--- config.mk ---
export PLATFORM = sky130hd
export DESIGN_NAME = btn_debounce
export DESIGN_NICKNAME = d
export VERILOG_FILES = /design/src/rtl/pacman_input_pkg.sv /design/src/rtl/btn_debounce_ch.sv /design/src/rtl/btn_debounce.sv
export SDC_FILE = /design/constraint.sdc
export NUM_CORES = 1
export LEC_CHECK = 0
export BUFFER_PORTS_ARGS = -buffer_cell sky130_fd_sc_hd__buf_2
export CAP_MARGIN = 40
export CORE_ASPECT_RATIO = 1.1
export CORE_MARGIN = 2
export CORE_UTILIZATION = 58
export DETAILED_ROUTE_END_ITERATION = 16
export PLACE_DENSITY = 0.77
export SETUP_SLACK_MARGIN = 0.15
export SYNTH_ARGS = -nofsm -noshare
export SYNTH_HDL_FRONTEND = slang
export SYNTH_SLANG_ARGS = --single-unit
--- constraint.sdc ---
create_clock -name clk -period 3.2 [get_ports clk]
set_input_delay 0.48 -clock clk [delete_from_list [all_inputs] [get_ports clk]]
set_output_delay 0.48 -clock clk [all_outputs]
set_load 0.05 [all_outputs]
--- src/rtl/pacman_input_pkg.sv ---
// Shared constants for the Pac-Man button input path: debounce state encoding,
// direction channel indices and the default qualification time.
package pacman_input_pkg;

    typedef logic [1:0] dbnc_state_t;

    localparam dbnc_state_t S_LOW       = 2'd0;
    localparam dbnc_state_t S_WAIT_HIGH = 2'd1;
    localparam dbnc_state_t S_HIGH      = 2'd2;
    localparam dbnc_state_t S_WAIT_LOW  = 2'd3;

    localparam int unsigned DIR_UP    = 0;
    localparam int unsigned DIR_DOWN  = 1;
    localparam int unsigned DIR_LEFT  = 2;
    localparam int unsigned DIR_RIGHT = 3;

    // 10 ms at 100 MHz
    localparam int unsigned STABLE_CYCLES_DEF = 1000000;

endpackage

--- src/rtl/btn_debounce_ch.sv ---
// One debounce channel: 2-flop synchroniser, 4-state qualification FSM and
// saturating stability counter. Exposes its FSM state to the parent.
module btn_debounce_ch
    import pacman_input_pkg::*;
#(
    parameter int unsigned STABLE_CYCLES = STABLE_CYCLES_DEF,
    parameter int unsigned CNT_W         = 20
) (
    input  logic        clk,
    input  logic        rst,
    input  logic        btn_raw_i,
    output dbnc_state_t state_o
);

    localparam logic [CNT_W-1:0] CNT_LAST = CNT_W'(STABLE_CYCLES - 1);

    logic [1:0]       sync_q;
    logic             sync_s;
    dbnc_state_t      state_q, state_d;
    logic [CNT_W-1:0] cnt_q, cnt_d, cnt_inc;

    always_ff @(posedge clk or posedge rst) begin
        if (rst) begin
            sync_q  <= '0;
            state_q <= S_LOW;
            cnt_q   <= '0;
        end else begin
            sync_q  <= {sync_q[0], btn_raw_i};
            state_q <= state_d;
            cnt_q   <= cnt_d;
        end
    end

    assign sync_s  = sync_q[1];
    assign cnt_inc = (cnt_q == CNT_LAST) ? cnt_q : cnt_q + CNT_W'(1);

    // The entry cycle counts as the first stable sample, so qualification
    // completes when the incremented count reaches STABLE_CYCLES-1.
    always_comb begin
        state_d = state_q;
        cnt_d   = cnt_q;
        case (state_q)
            S_LOW: begin
                if (sync_s) begin
                    state_d = S_WAIT_HIGH;
                    cnt_d   = '0;
                end
            end
            S_WAIT_HIGH: begin
                if (!sync_s) begin
                    state_d = S_LOW;
                    cnt_d   = '0;
                end else if (cnt_inc == CNT_LAST) begin
                    state_d = S_HIGH;
                    cnt_d   = '0;
                end else begin
                    cnt_d   = cnt_inc;
                end
            end
            S_HIGH: begin
                if (!sync_s) begin
                    state_d = S_WAIT_LOW;
                    cnt_d   = '0;
                end
            end
            S_WAIT_LOW: begin
                if (sync_s) begin
                    state_d = S_HIGH;
                    cnt_d   = '0;
                end else if (cnt_inc == CNT_LAST) begin
                    state_d = S_LOW;
                    cnt_d   = '0;
                end else begin
                    cnt_d   = cnt_inc;
                end
            end
            default: begin
                state_d = S_LOW;
                cnt_d   = '0;
            end
        endcase
    end

    assign state_o = state_q;

endmodule

--- src/rtl/btn_debounce.sv ---
// Multi-channel button debouncer with registered outputs.
// Define BTN_LOCKOUT_EN to allow at most one active direction at a time.
module btn_debounce
    import pacman_input_pkg::*;
#(
    parameter int unsigned N_BTN         = 4,
    parameter int unsigned STABLE_CYCLES = STABLE_CYCLES_DEF,
    parameter int unsigned CNT_W         = 20
) (
    input  logic             clk,
    input  logic             rst,
    input  logic [N_BTN-1:0] btn_raw,
    output logic [N_BTN-1:0] btn_db,
    output logic             any_active
);

    dbnc_state_t      ch_state [N_BTN];
    logic [N_BTN-1:0] level;
    logic [N_BTN-1:0] db_d, db_q;
    logic             act_q;

    for (genvar g = 0; g < N_BTN; g++) begin : g_ch
        btn_debounce_ch #(
            .STABLE_CYCLES (STABLE_CYCLES),
            .CNT_W         (CNT_W)
        ) u_ch (
            .clk       (clk),
            .rst       (rst),
            .btn_raw_i (btn_raw[g]),
            .state_o   (ch_state[g])
        );
        assign level[g] = (ch_state[g] == S_HIGH) || (ch_state[g] == S_WAIT_LOW);
    end

`ifdef BTN_LOCKOUT_EN
    logic [N_BTN-1:0] high;

    for (genvar g = 0; g < N_BTN; g++) begin : g_high
        assign high[g] = (ch_state[g] == S_HIGH);
    end

    // Owner keeps the output while its level is 1; once freed, the output goes
    // idle for one cycle, then the lowest-index channel in S_HIGH takes over.
    always_comb begin
        db_d = '0;
        if (db_q == '0) begin
            db_d = high & (~high + N_BTN'(1));
        end else if ((db_q & level) != '0) begin
            db_d = db_q;
        end
    end
`else
    always_comb begin
        db_d = level;
    end
`endif

    always_ff @(posedge clk or posedge rst) begin
        if (rst) begin
            db_q  <= '0;
            act_q <= 1'b0;
        end else begin
            db_q  <= db_d;
            act_q <= |db_d;
        end
    end

    assign btn_db     = db_q;
    assign any_active = act_q;

endmodule

==> results.py <==
metrics = {
    "hold_path": {
        "hold_class": "input pin to async pin",
    },
    "yosys": {
        "synth.avg_cell_area_um2": 8.31,
        "synth.most_common_cell": "dfrtp_1",
        "ys_top_cells_by_count": "101 x dfrtp_1, 99 x nand2_1, 78 x nand3_1",
        "synth_seq_cells": 101,
        "synth_top_cell_by_area": "dfrtp_1",
        "synth_cell_type_count": 71,
        "synth.area.top_cells": "dfrtp_1 38%, nand3_1 5.9%, nand2_1 5.6%",
        "syn-num-nets": 806,
        "synth_warnings": 0,
        "synth_top_cell_area_share_pct": 38.2,
        "seq_area_frac_synth_pct": 38.2,
        "synthFlopType": "dfrtp_1",
        "syn_area_um2": 6620,
        "synthArstFlopShare_pct": 100,
        "synth_edf_count": 0,
        "netlist_instances": 796,
    },
    "detailed_routing": {
        "drt_iter0_drc": 445,
        "via_count": 6346,
        "vias_per_cell": 6.54,
        "wl_per_cell_um": 17.1,
        "ant_nets": 0,
        "finalWirelength_um": 16600,
        "firstDrtPassIters": 5,
        "drcViolationCount": 0,
    },
    "placement": {
        "gp_congestion": 0.963,
        "port_buffers": 10,
        "post-place-ws_ps": 106,
        "post-dp-hpwl_um": 11500,
        "place_area_um2": 7040,
        "dp.cells": 950,
    },
    "clock_network": {
        "h-tree-depth": 3,
        "clkSinkCount": 101,
        "cts_root_buf": "clkbuf_16",
        "clk_path_buf_depth": 2,
        "numCtsBuffers": 9,
        "clk_pin_slew_ps": 70,
        "cts_tree": "built",
        "clk_latency_ps": 350,
        "hold_buffers": 0,
    },
    "sta": {
        "whs_ps": 63.4,
        "slew_headroom_pct": 51.1,
        "setup_violations": 0,
        "period_share_pct": 91.5,
        "setup_ws_ps": 272,
        "clock-skew-final_ps": 7.40,
        "finalHoldViolations": 0,
        "rsz0062_at_grt": "false",
        "tns_ps": 0,
        "worst_slew_pin_slew_ps": 731,
        "max_clock_freq_mhz": 342,
        "maxSlewViolCount": 0,
        "fin_crit_ps": 2930,
    },
    "die": {
        "initial_core_util_pct": 60.1,
        "ios": 11,
        "num_rows": 40,
        "core_um2": 11000,
        "die_h_um": 116,
        "die_area_um2": 12300,
        "die_w_um": 106,
    },
    "layout": {
        "drive_gt1_share_pct": 15.5,
        "antenna_cells": 0,
        "area_growth_pct": 13.1,
        "fill_cells": 842,
        "fin_cells": 971,
        "fin_util_pct": 68.0,
        "finalNetCount": 829,
        "stdcell_area_um2": 7480,
    },
    "worst_setup_path": {
        "cp-start-kind": "register",
        "crit_path_end_kind": "register",
        "crit_type": "register to register",
        "required_ps": 3440,
        "crit_fanout": 13,
        "arrival_ps": 3170,
    },
    "pwr": {
        "p_per_area_nw_per_um2": 351,
        "seq_power_share_pct": 49.7,
        "p_clk_share_pct": 43.9,
        "peakVddDrop_mv": 0.241,
        "p_int_mw": 2.00,
        "p_total_mw": 2.63,
        "p_sw_mw": 0.629,
        "p_comb_share_pct": 6.4,
        "swShare_pct": 23.9,
        "leakage_nw": 3.29,
    },
    "global_route": {
        "grt.overflow.total": 0,
        "grt_max_degree": 93,
        "grt_usage_pct": 27.7,
        "grt_pass1_wl_um": 27800,
        "grt_pass1_vias": 6054,
        "antenna_found_initial": 0,
    },
    "status": {
        "status": "finished, final reports clean",
    },
    "flow_run": {
        "timing.max_cap.violations": 0,
    },
}
[power groups by stage]
stage | Combinational, mW | Clock, mW | Sequential (mW)
3_5_place_dp | 0.157 | 0 | 1.33
4_1_cts | 0.158 | 1.17 | 1.31
2_1_floorplan | 0.106 | 0 | 1.33
5_1_grt | 0.185 | 1.22 | 1.31
3_3_place_gp | 0.152 | 0 | 1.33
6_report | 0.167 | 1.16 | 1.31
[cell usage in the layout (no fill, tap or decap), types with 19 or more instances in the layout]
master,count
a21oi_1,24
and3_1,28
buf_4,67
dfrtp_1,98
nand2_1,99
nand3_1,78
nand4_1,35
nor2_1,52
o21ai_0,36
or3_1,19
[critical path, stage by stage (launching register included)]
cell	delay (ps)
dfrtp_2	430
ha_4	190
and4_2	290
nand3_1	180
mux2i_1	160
or4_1	570
nor4_4	380
nor2_4	120
buf_4	170
a221o_1	310
[path summary, 6_finish.rpt]
kind,depth (start not counted),slack [ps],startpoint,to
max in group asynchronous,3,2390,rst,g_ch[3].u_ch.cnt_q[2]$_DFFE_PP0P_
setup reg to reg,9,270,g_ch[3].u_ch.cnt_q[0]$_DFFE_PP0P_,g_ch[3].u_ch.cnt_q[19]$_DFFE_PP0P_
setup / recovery,9,270,g_ch[3].u_ch.cnt_q[0]$_DFFE_PP0P_,g_ch[3].u_ch.cnt_q[19]$_DFFE_PP0P_
hold reg to reg,0,350,g_ch[2].u_ch.sync_q[0]$_DFF_PP0_,g_ch[2].u_ch.sync_q[1]$_DFF_PP0_
hold / removal,2,60,rst,g_ch[1].u_ch.cnt_q[18]$_DFFE_PP0P_
min in group clk,1,230,btn_raw[0],g_ch[0].u_ch.sync_q[0]$_DFF_PP0_
[layout make-up]
class / count / area (µm²) / area share [%]
Clock buffer: 11 / 253 / 3.38
Timing Repair Buffer: 78 / 573 / 7.66
Inverter: 17 / 67.6 / 0.903
Multi-Input combinational cell: 612 / 3820 / 51.0
Clock inverter: 5 / 58.8 / 0.786
Sequential cell: 101 / 2530 / 33.8
Tap cell: 147 / 184 / 2.46
[kinds of logic after synthesis]
| logic type | count (synthesis) | synth area share [%] |
|---|---|---|
| DFF | 101 | 38.2 |
| and+or+nand+nor | 412 | 33.5 |
| muxes | 15 | 2.40 |
| xor gates and xnor gates | 27 | 3.57 |
| adders and majority gates | 5 | 0.908 |
| buffers and inverters | 83 | 5.47 |
| AOI/OAI and AO/OA | 153 | 16.0 |
[per-layer routing]
layer  vias to the layer above  GRT usage [%]  share of wire, %
met4                         0           13.3               2.8
met1                      3084           35.2                43
met2                       236           47.2                49
li1                       2984              -                 -
met5                         -              0                 0
met3                        42           3.43               4.7
[sequential cells by signal, indices dropped and copies added, names as in the netlist, named ones only]
signal and flops:
g_ch.u_ch.sync_q 8, g_ch.u_ch.cnt_q 80, btn_db 4, any_active 1, g_ch.u_ch.state_o 4
[what timing repair did]
item                                    CTS  global route
cloned                                    0             0
pin swaps                                 0             2
buffers inserted                          0             5
gates resized for setup                   2            16
endpoints found under the setup margin   11            44
Note: power is estimated with default switching activity, not from simulation.
